[src/rtl/ux607_hclkgen_pkg.sv]
// Shared definitions for the HCLK generator register block and its programming sequencer.
package ux607_hclkgen_pkg;

    localparam int unsigned ADDR_W = 12;
    localparam int unsigned DATA_W = 32;
    localparam int unsigned N_W    = 5;
    localparam int unsigned M_W    = 8;
    localparam int unsigned OD_W   = 2;
    localparam int unsigned DIV_W  = 6;

    localparam logic [ADDR_W-1:0] HFXOSCCFG_OFS = 12'h004;
    localparam logic [ADDR_W-1:0] PLLCFG_OFS    = 12'h008;
    localparam logic [ADDR_W-1:0] PLLOUTDIV_OFS = 12'h00C;

    localparam int unsigned HFXOSC_EN_BIT  = 30;
    localparam int unsigned PLL_RESET_BIT  = 30;
    localparam int unsigned PLL_ASLEEP_BIT = 29;
    localparam int unsigned PLL_BYPASS_BIT = 18;
    localparam int unsigned PLL_OD_LSB     = 13;
    localparam int unsigned PLL_M_LSB      = 5;
    localparam int unsigned PLL_N_LSB      = 0;
    localparam int unsigned OUT_DIVBY1_BIT = 8;
    localparam int unsigned OUT_DIV_LSB    = 0;

    localparam logic [1:0] ERR_NONE = 2'd0;
    localparam logic [1:0] ERR_LOCK = 2'd1;
    localparam logic [1:0] ERR_VFY  = 2'd2;

    typedef enum logic [3:0] {
        ST_IDLE,
        ST_OSC_WR,
        ST_RST_WR,
        ST_RST_WAIT,
        ST_REL_WR,
        ST_LOCK_WAIT,
        ST_DIV_WR,
        ST_SW_WR,
        ST_VFY_RD,
        ST_DONE,
        ST_ERR
    } seq_state_e;

    typedef struct packed {
        logic [N_W-1:0]   n;
        logic [M_W-1:0]   m;
        logic [OD_W-1:0]  od;
        logic [DIV_W-1:0] outdiv;
        logic             divby1;
    } pll_cfg_t;

    function automatic logic [DATA_W-1:0] hfxosccfg_word();
        logic [DATA_W-1:0] w;
        w = '0;
        w[HFXOSC_EN_BIT] = 1'b1;
        return w;
    endfunction

    // ASLEEP is always written 0: the sequencer never parks the PLL asleep.
    function automatic logic [DATA_W-1:0] pllcfg_word(pll_cfg_t c, logic rst_en, logic byp);
        logic [DATA_W-1:0] w;
        w = '0;
        w[PLL_RESET_BIT]          = rst_en;
        w[PLL_ASLEEP_BIT]         = 1'b0;
        w[PLL_BYPASS_BIT]         = byp;
        w[PLL_OD_LSB +: OD_W]     = c.od;
        w[PLL_M_LSB +: M_W]       = c.m;
        w[PLL_N_LSB +: N_W]       = c.n;
        return w;
    endfunction

    function automatic logic [DATA_W-1:0] plloutdiv_word(pll_cfg_t c);
        logic [DATA_W-1:0] w;
        w = '0;
        w[OUT_DIVBY1_BIT]         = c.divby1;
        w[OUT_DIV_LSB +: DIV_W]   = c.outdiv;
        return w;
    endfunction

endpackage

[src/rtl/ux607_icb_single_mst.sv]
// Single-outstanding ICB access engine: one launch pulse issues one command and
// waits for its response; completion is reported as a combinational pulse.
module ux607_icb_single_mst
    import ux607_hclkgen_pkg::*;
(
    input  logic              clk,
    input  logic              rst,
    input  logic              launch,
    input  logic [ADDR_W-1:0] launch_addr,
    input  logic              launch_read,
    input  logic [DATA_W-1:0] launch_wdata,
    output logic              cmp_c,
    output logic [DATA_W-1:0] rdata_c,
    output logic              cmd_valid,
    input  logic              cmd_ready,
    output logic [ADDR_W-1:0] cmd_addr,
    output logic              cmd_read,
    output logic [DATA_W-1:0] cmd_wdata,
    input  logic              rsp_valid,
    output logic              rsp_ready,
    input  logic [DATA_W-1:0] rsp_rdata
);

    // A response only counts once its command has been accepted (possibly this cycle).
    assign cmp_c   = rsp_valid & rsp_ready & (~cmd_valid | cmd_ready);
    assign rdata_c = rsp_rdata;

    // cmd_valid and rsp_ready rise together; the responder's cmd_ready follows rsp_ready.
    always_ff @(posedge clk) begin
        if (rst) begin
            cmd_valid <= 1'b0;
            rsp_ready <= 1'b0;
            cmd_addr  <= '0;
            cmd_read  <= 1'b0;
            cmd_wdata <= '0;
        end else if (launch) begin
            cmd_valid <= 1'b1;
            rsp_ready <= 1'b1;
            cmd_addr  <= launch_addr;
            cmd_read  <= launch_read;
            cmd_wdata <= launch_wdata;
        end else begin
            if (cmd_valid && cmd_ready) begin
                cmd_valid <= 1'b0;
            end
            if (cmp_c) begin
                rsp_ready <= 1'b0;
            end
        end
    end

endmodule

[src/rtl/ux607_pllcfg_seq.sv]
// Autonomous PLL programming sequencer: oscillator on, PLL reset in bypass, lock wait,
// output divider, bypass removal, readback verify, all over a single-outstanding ICB port.
module ux607_pllcfg_seq
    import ux607_hclkgen_pkg::*;
#(
    parameter int unsigned RST_CYCLES   = 16,
    parameter int unsigned LOCK_TIMEOUT = 1024,
    parameter int unsigned CNT_W        = 16
) (
    input  logic              clk,
    input  logic              rst,
    input  logic              start,
    input  logic [N_W-1:0]    cfg_n,
    input  logic [M_W-1:0]    cfg_m,
    input  logic [OD_W-1:0]   cfg_od,
    input  logic [DIV_W-1:0]  cfg_outdiv,
    input  logic              cfg_outdivby1,
    input  logic              pll_lock,
    output logic              busy,
    output logic              done,
    output logic              err,
    output logic [1:0]        err_code,
    output logic              o_icb_cmd_valid,
    input  logic              o_icb_cmd_ready,
    output logic [ADDR_W-1:0] o_icb_cmd_addr,
    output logic              o_icb_cmd_read,
    output logic [DATA_W-1:0] o_icb_cmd_wdata,
    input  logic              o_icb_rsp_valid,
    output logic              o_icb_rsp_ready,
    input  logic [DATA_W-1:0] o_icb_rsp_rdata
);

    localparam logic [DATA_W-1:0] VFY_MASK = 32'h7FFF_FFFF;

    seq_state_e        state, state_nxt;
    logic [CNT_W-1:0]  cnt, cnt_nxt;
    pll_cfg_t          cfg, cfg_nxt;
    logic              err_nxt, busy_nxt, done_nxt;
    logic [1:0]        err_code_nxt;
    logic              is_acc, launch_c, cmp_c;
    logic [ADDR_W-1:0] acc_addr;
    logic              acc_read;
    logic [DATA_W-1:0] acc_wdata, rdata_c, sw_word;

    ux607_icb_single_mst u_mst (
        .clk          (clk),
        .rst          (rst),
        .launch       (launch_c),
        .launch_addr  (acc_addr),
        .launch_read  (acc_read),
        .launch_wdata (acc_wdata),
        .cmp_c        (cmp_c),
        .rdata_c      (rdata_c),
        .cmd_valid    (o_icb_cmd_valid),
        .cmd_ready    (o_icb_cmd_ready),
        .cmd_addr     (o_icb_cmd_addr),
        .cmd_read     (o_icb_cmd_read),
        .cmd_wdata    (o_icb_cmd_wdata),
        .rsp_valid    (o_icb_rsp_valid),
        .rsp_ready    (o_icb_rsp_ready),
        .rsp_rdata    (o_icb_rsp_rdata)
    );

    always_ff @(posedge clk) begin
        if (rst) begin
            state    <= ST_IDLE;
            cnt      <= '0;
            cfg      <= '0;
            busy     <= 1'b0;
            done     <= 1'b0;
            err      <= 1'b0;
            err_code <= ERR_NONE;
        end else begin
            state    <= state_nxt;
            cnt      <= cnt_nxt;
            cfg      <= cfg_nxt;
            busy     <= busy_nxt;
            done     <= done_nxt;
            err      <= err_nxt;
            err_code <= err_code_nxt;
        end
    end

    always_comb begin
        state_nxt    = state;
        cnt_nxt      = cnt;
        cfg_nxt      = cfg;
        err_nxt      = err;
        err_code_nxt = err_code;
        sw_word      = pllcfg_word(cfg, 1'b0, 1'b0);

        case (state)
            ST_IDLE, ST_DONE, ST_ERR: begin
                if (start) begin
                    cfg_nxt.n      = cfg_n;
                    cfg_nxt.m      = cfg_m;
                    cfg_nxt.od     = cfg_od;
                    cfg_nxt.outdiv = cfg_outdiv;
                    cfg_nxt.divby1 = cfg_outdivby1;
                    err_nxt        = 1'b0;
                    err_code_nxt   = ERR_NONE;
                    state_nxt      = ST_OSC_WR;
                end
            end
            ST_OSC_WR: if (cmp_c) state_nxt = ST_RST_WR;
            ST_RST_WR: begin
                if (cmp_c) begin
                    state_nxt = ST_RST_WAIT;
                    cnt_nxt   = CNT_W'(RST_CYCLES - 1);
                end
            end
            ST_RST_WAIT: begin
                if (cnt == '0) state_nxt = ST_REL_WR;
                else           cnt_nxt   = cnt - CNT_W'(1);
            end
            ST_REL_WR: begin
                if (cmp_c) begin
                    state_nxt = ST_LOCK_WAIT;
                    cnt_nxt   = CNT_W'(LOCK_TIMEOUT - 1);
                end
            end
            // Timeout leaves the PLL in bypass and issues no further accesses.
            ST_LOCK_WAIT: begin
                if (pll_lock) begin
                    state_nxt = ST_DIV_WR;
                end else if (cnt == '0) begin
                    state_nxt    = ST_ERR;
                    err_nxt      = 1'b1;
                    err_code_nxt = ERR_LOCK;
                end else begin
                    cnt_nxt = cnt - CNT_W'(1);
                end
            end
            ST_DIV_WR: if (cmp_c) state_nxt = ST_SW_WR;
            ST_SW_WR:  if (cmp_c) state_nxt = ST_VFY_RD;
            ST_VFY_RD: begin
                if (cmp_c) begin
                    if (((rdata_c ^ sw_word) & VFY_MASK) == '0) begin
                        state_nxt = ST_DONE;
                    end else begin
                        state_nxt    = ST_ERR;
                        err_nxt      = 1'b1;
                        err_code_nxt = ERR_VFY;
                    end
                end
            end
            default: state_nxt = ST_IDLE;
        endcase

        // Access payload for the state being entered, launched on the transition.
        is_acc    = 1'b1;
        acc_addr  = PLLCFG_OFS;
        acc_read  = 1'b0;
        acc_wdata = '0;
        case (state_nxt)
            ST_OSC_WR: begin
                acc_addr  = HFXOSCCFG_OFS;
                acc_wdata = hfxosccfg_word();
            end
            ST_RST_WR: acc_wdata = pllcfg_word(cfg_nxt, 1'b1, 1'b1);
            ST_REL_WR: acc_wdata = pllcfg_word(cfg_nxt, 1'b0, 1'b1);
            ST_DIV_WR: begin
                acc_addr  = PLLOUTDIV_OFS;
                acc_wdata = plloutdiv_word(cfg_nxt);
            end
            ST_SW_WR:  acc_wdata = pllcfg_word(cfg_nxt, 1'b0, 1'b0);
            ST_VFY_RD: acc_read  = 1'b1;
            default:   is_acc    = 1'b0;
        endcase
        launch_c = is_acc && (state_nxt != state);

        busy_nxt = !(state_nxt inside {ST_IDLE, ST_DONE, ST_ERR});
        done_nxt = (state == ST_VFY_RD) && (state_nxt == ST_DONE);
    end

endmodule

[config.mk]
export PLATFORM = sky130hd
export DESIGN_NAME = ux607_pllcfg_seq
export DESIGN_NICKNAME = d
export VERILOG_FILES = /design/src/rtl/ux607_hclkgen_pkg.sv /design/src/rtl/ux607_icb_single_mst.sv /design/src/rtl/ux607_pllcfg_seq.sv
export SDC_FILE = /design/constraint.sdc
export NUM_CORES = 1
export LEC_CHECK = 0
export ABC_CLOCK_PERIOD_IN_PS = 5900
export CAP_MARGIN = 20
export CELL_PAD_IN_SITES_DETAIL_PLACEMENT = 1
export CELL_PAD_IN_SITES_GLOBAL_PLACEMENT = 1
export CORE_MARGIN = 4
export CORE_UTILIZATION = 38
export CTS_CLUSTER_DIAMETER = 50
export DETAILED_ROUTE_END_ITERATION = 7
export PLACE_DENSITY_LB_ADDON = 0.1
export SLEW_MARGIN = 20
export SYNTH_ARGS = -nofsm -noshare
export SYNTH_HDL_FRONTEND = slang
export SYNTH_HIERARCHICAL = 1
export SYNTH_SLANG_ARGS = --single-unit
[constraint.sdc]
create_clock -name clk -period 5.9 [get_ports clk]
set_input_delay 1.77 -clock clk [delete_from_list [all_inputs] [get_ports clk]]
set_output_delay 1.77 -clock clk [all_outputs]
set_load 0.005 [all_outputs]
# Word-level counts from Yosys, hierarchy flattened
# Cells that the tools add are included.
[totals] elab_cells=104 regBits=94 input_bits=60
[classes] n_mux=39 bitwise=5 add_sub_neg=1 n_eq_ne=26 n_reduce_logical=17
[ops] cell="$pmux 31 s5" n=1
[ops] cell="$mux 16" n=4
[ops] cell="$pmux 16 s4" n=1
[ops] cell="$mux 22" n=2
[ops] cell="$mux 4" n=10
[ops] cell="$pmux 4 s9" n=1
[ops] cell="$logic_not 32->1" n=1
[ops] cell="$xor 31x15->31" n=1
[ops] cell="$eq 4x3->1 const B" n=7
[ops] cell="$eq 4x4->1 const B" n=6
[ops] cell="$logic_not 16->1" n=1
[ops] cell="$sub 16x1->16 const B" n=1
[ops] cell="$ne 2x2->1 const B" n=7
[ops] cell="$eq 4x2->1 const B" n=3
[ops] cell="$mux 2" n=6
[ops] cell="$mux 1" n=11
[ops] cell="$eq 4x1->1 const B" n=2
[ops] cell="$logic_not 4->1" n=2
[ops] cell="$pmux 4 s2" n=1
[ops] cell="$pmux 2 s3" n=1
[ops] cell="$reduce_and 6->1" n=1
[ops] cell="$reduce_bool 3->1" n=2
[ops] cell="$reduce_or 6->1" n=1
[ops] cell="$ne 4x4->1" n=1
[ops] cell="10 further kinds" n=14

# Logic depth before layout (Yosys ltp)
[depth] depth_word=10 ltp_mapped=15 mapped_depth_nobuf=12

# Modules after synthesis
# The synthesis kept the hierarchy.
[by_module_without_submodules] module="ux607_pllcfg_seq" cells_per_inst=339 area_each_um2=2737.6 seq_area_each_um2=940.9 instances=1
[by_module_without_submodules] module="ux607_icb_single_mst" cells_per_inst=185 area_each_um2=1933.1 seq_area_each_um2=940.9 instances=1

# Worst setup path before layout
# Ideal clock, no wire load.
[synth_timing] path_type="input to register" from="in o_icb_cmd_ready" to="reg u_mst.cmd_addr[3]" arrival_ns=4.556 cell_stages=14 path_slack_ns=1.216 n_path_buf=3 path_cell_list="nand2b_1 > and3_1 > nor2b_1 > a221oi_1 > o22ai_1 > a31oi_1 > clkbuf_1 > nand2_1 > o2111a_1 > nor3_1 > buf_6 > buf_12 > mux2i_1 > nor2_1"
[synth_via] elab_chain_len=8 elab_cells_between_ends=20 classes_between="7 x eq/ne; 9 x mux; 2 x bitwise; 2 x reduce/logical"
[synth_rtl] item="start: declaration" line_no="ux607_pllcfg_seq.sv:24" text="input logic o_icb_cmd_ready,"
[synth_rtl] item="$or 1x1->1 (*)" line_no="ux607_icb_single_mst.sv:25" text="assign cmp_c = rsp_valid & rsp_ready & (~cmd_valid | cmd_ready);"
[synth_rtl] item="$and 1x1->1 (*)" line_no="ux607_icb_single_mst.sv:25"
[synth_rtl] item="named net cmp_c" line_no="ux607_pllcfg_seq.sv:40" text="logic is_acc, launch_c, cmp_c;"
[synth_rtl] item="$mux 4 (tied with other cells)" line_no="ux607_pllcfg_seq.sv:137" text="if (cmp_c) begin"
[synth_rtl] item="$pmux 4 s9 (*)" line_no="ux607_pllcfg_seq.sv:92" text="case (state)"
[synth_rtl] item="$eq 4x3->1 (tied with other cells)" line_no="ux607_pllcfg_seq.sv:155" text="case (state_nxt)"
[synth_rtl] item="$reduce_or 6->1 (no source line)"
[synth_rtl] item="$mux 1" line_no="ux607_pllcfg_seq.sv:155"
[synth_rtl] item="$logic_and 1x1->1 (*)" line_no="ux607_pllcfg_seq.sv:170" text="launch_c = is_acc && (state_nxt != state);"
[synth_rtl] item="named net launch_c" line_no="ux607_pllcfg_seq.sv:40"
[synth_rtl] item="end signal: assignment" line_no="ux607_icb_single_mst.sv:39" text="cmd_addr <= launch_addr;"
[synth_rtl] item="end: declaration" line_no="ux607_icb_single_mst.sv:16" text="output logic [ADDR_W-1:0] cmd_addr,"
# The timed path passes the listed nets; every way through them passes the cells marked *.
# A chain may end at the register's enable or synchronous reset.

# Final worst setup path
[layout_timing] from="in o_icb_cmd_ready" to="reg u_mst.cmd_wdata[16]"
[layout_via] elab_chain_len=8 elab_cells_between_ends=19 classes_between="7 x eq/ne; 8 x mux; 2 x bitwise; 2 x reduce/logical"
[layout_rtl] item="$or 1x1->1 (*)" line_no="ux607_icb_single_mst.sv:25"
[layout_rtl] item="$and 1x1->1 (*)" line_no="ux607_icb_single_mst.sv:25"
[layout_rtl] item="named net cmp_c" line_no="ux607_pllcfg_seq.sv:40"
[layout_rtl] item="$mux 4 (tied with other cells)" line_no="ux607_pllcfg_seq.sv:137"
[layout_rtl] item="$pmux 4 s9 (*)" line_no="ux607_pllcfg_seq.sv:92"
[layout_rtl] item="$eq 4x3->1 (tied with other cells)" line_no="ux607_pllcfg_seq.sv:155"
[layout_rtl] item="$reduce_or 6->1 (no source line)"
[layout_rtl] item="$mux 1" line_no="ux607_pllcfg_seq.sv:155"
[layout_rtl] item="$logic_and 1x1->1 (*)" line_no="ux607_pllcfg_seq.sv:170"
[layout_rtl] item="named net launch_c" line_no="ux607_pllcfg_seq.sv:40"
[layout_rtl] item="end signal: assignment" line_no="ux607_icb_single_mst.sv:41" text="cmd_wdata <= launch_wdata;"
[layout_rtl] item="end: declaration" line_no="ux607_icb_single_mst.sv:18" text="output logic [DATA_W-1:0] cmd_wdata,"
# Marked as above.

==> metrics.cfg <==
[outcome]
run_status=finished clean

[route]
vias=3910
drt_iter0_drc=155
wirelength_um=12850
ant_nets=0
drc=0
wl_per_cell_um=16.66
drt-pass1-iter-count=4
vias_per_cell=5.071

[layout]
drive_above_1_share_pct=6.410
multi_input_area_sq_um=2477
diodes=0
nFillCells=1396
seqCellArea_sq_um=1882
area_delta_synth_final_pct=29.43
num-nets-final=680

[clock_network]
clkLatencyLatePin_ns=0.35
hold_buffers=0
cts_root_buf=clkbuf_16
clock_path_buffers=2
htree_num_levels=3
cts_resized=0
path_clk_slew_ns=0.07
cts_setup_buffers=0
numClockSinks=94
tritoncts=yes
cts_made_buffers=9

[floorplanning]
rows=40
fp.dieW_um=118.8
core_area_sq_um=12010
dieArea_sq_um=14110
pin_count=112
fp.dieH_um=118.8
initial_utilization_pct=38.82

[logic_synthesis]
syn_inst=523
netlist_area_sq_um=4663
avgSynthCellArea_sq_um=8.916
ys_warn_count=6

[timing]
hold_viol_final=0
finalCriticalPeriod_ns=5.205
skew_ns=0.01005
drv_slew=0
setup_violations=0
finalSetupTns_ns=0
grt_setup_unrepaired=no
worst_pin_slew_ns=1.036
fin_crit_sh_pct=88.22
relSlewSlack_pct=30.95
setup_slack_ns=0.6952
max_freq_mhz=192.1

[grt]
grt_use_total_pct=18.54
grt_pass1_vias=4272
grt_pass1_wl_um=21200
grt-ovfl-total=0
antenna_found_initial=0
grt_max_degree=34

[placed_design]
post-place-ws_ns=0.3500
hpwlAfterDp_um=9288
port_buffers=110
finalWeightedCongestion=0.7503

[critical_path]
r2r_slack_ns=1.63
reg2reg_depth=13
cp-end-kind=flip-flop
worst-path-buf-inv=2
cp_cell_sequence=clkdlybuf4s50_1 -> nand2b_1 -> and3_1 -> nor2b_1 -> a221oi_1 -> o22ai_1 -> a31oi_1 -> mux2i_1 -> nand2b_1 -> o32ai_1 -> nor3_2 -> buf_12 -> mux2i_1 -> nor2_1
critPathLaunchType=input port
cp_top_family=compound AO/OA/AOI/OAI gates
criticalPathCategory=in2reg
cp.arrival_ns=5.42
critPathMaxStageDelay_ns=0.71
critical_path_depth=14
slowest_stage=a31oi_1
crit_required_ns=6.12
worstPathMaxFanout=33

[power_and_ir_drop]
leakagePower_nw=2.314
p_int_mw=1.236
power.density_nw_per_um2=284.5
combinationalPowerShare_pct=23.8
vdd_ir_drop_max_mv=0.2100
switching_share_pct=28.03
p_sw_uw=481.2
pwr-share-seq_pct=41.9
p_total_mw=1.717
clockPowerShare_pct=34.3

[min_path]
hold_depth=2
min_path_type=reg2reg

[run]
maxCapViolCount=0

[layout by cell type, fill, tap and decap left out, types with 4 or more instances in the layout]
| master | n |
|---|---|
| nor2_1 | 110 |
| nand4_1 | 4 |
| buf_4 | 9 |
| nand2_1 | 16 |
| nor2b_1 | 7 |
| a21oi_1 | 22 |
| or3_1 | 8 |
| clkbuf_16 | 9 |
| o21ai_0 | 11 |
| nand2b_1 | 9 |
| nor3_1 | 11 |
| nand3_1 | 4 |
| mux2i_1 | 69 |
| conb_1 | 25 |
| clkdlybuf4s50_1 | 109 |
| nor4_1 | 6 |
| dfxtp_1 | 94 |
| xnor2_1 | 25 |
| o22ai_1 | 9 |
| or2_2 | 5 |
[per-layer routing]
layer	wire, um	global-route usage, %
met1	5247	19.86
met5	0	0
met3	771	7.416
met4	259	6.083
met2	6569	33.11
[final cells by class]
cell class	count	area share [%]
clock inverters	5	1.078
flip-flops and latches	94	31.18
clock buffers	11	3.856
well taps	147	3.047
multi-input cells	391	41.04
repair buffers	120	19.61
inverters	3	0.1866
[metrics by stage]
| stage | area [sq um] | utilization (%) | hold slack (ns) | cells |
|---|---|---|---|---|
| floorplan | 4753 | - | 0.4571 | 547 |
| global placement | 5738 | 47.77 | 0.4681 | 755 |
| global route | 6036 | 50.25 | 0.5114 | 771 |
| finish | 6036 | 50.25 | 0.4916 | 771 |
| CTS | 6036 | 50.25 | 0.4940 | 771 |
| detailed placement | 5738 | 47.77 | 0.4750 | 755 |
[path summary, 6_finish.rpt]
| kind | start | end |
|---|---|---|
| worst min register to register | cnt[8] | cnt[8] |
| worst max-delay path | o_icb_cmd_ready | u_mst/cmd_wdata[16] |
| worst min-delay path | cnt[8] | cnt[8] |
| worst max register to register | cnt[0] | u_mst/cmd_wdata[16] |
[worst min-delay path, cell delays in order, from the launching register on]
cell and delay (ns):
dfxtp_1 0.32, o21ai_0 0.07, a21oi_1 0.06
[state kept, by name, indices dropped and copies added, names as in the netlist]
signal,cells
err_code,2
u_mst/cmd_wdata,32
busy,1
u_mst/cmd_read,1
u_mst/cmd_addr,12
u_mst/rsp_ready,1
done,1
cfg,22
cnt,16
u_mst/cmd_valid,1
state,4
err,1
[power groups by stage]
stage | sequential (mW) | clock [mW] | combinational [mW]
CTS | 0.719 | 0.607 | 0.415
finish | 0.719 | 0.589 | 0.409
global placement | 0.729 | 0 | 0.403
detailed placement | 0.733 | 0 | 0.413
global route | 0.727 | 0.637 | 0.445
floorplan | 0.725 | 0 | 0.285
Note: power is estimated with default switching activity, not from simulation.
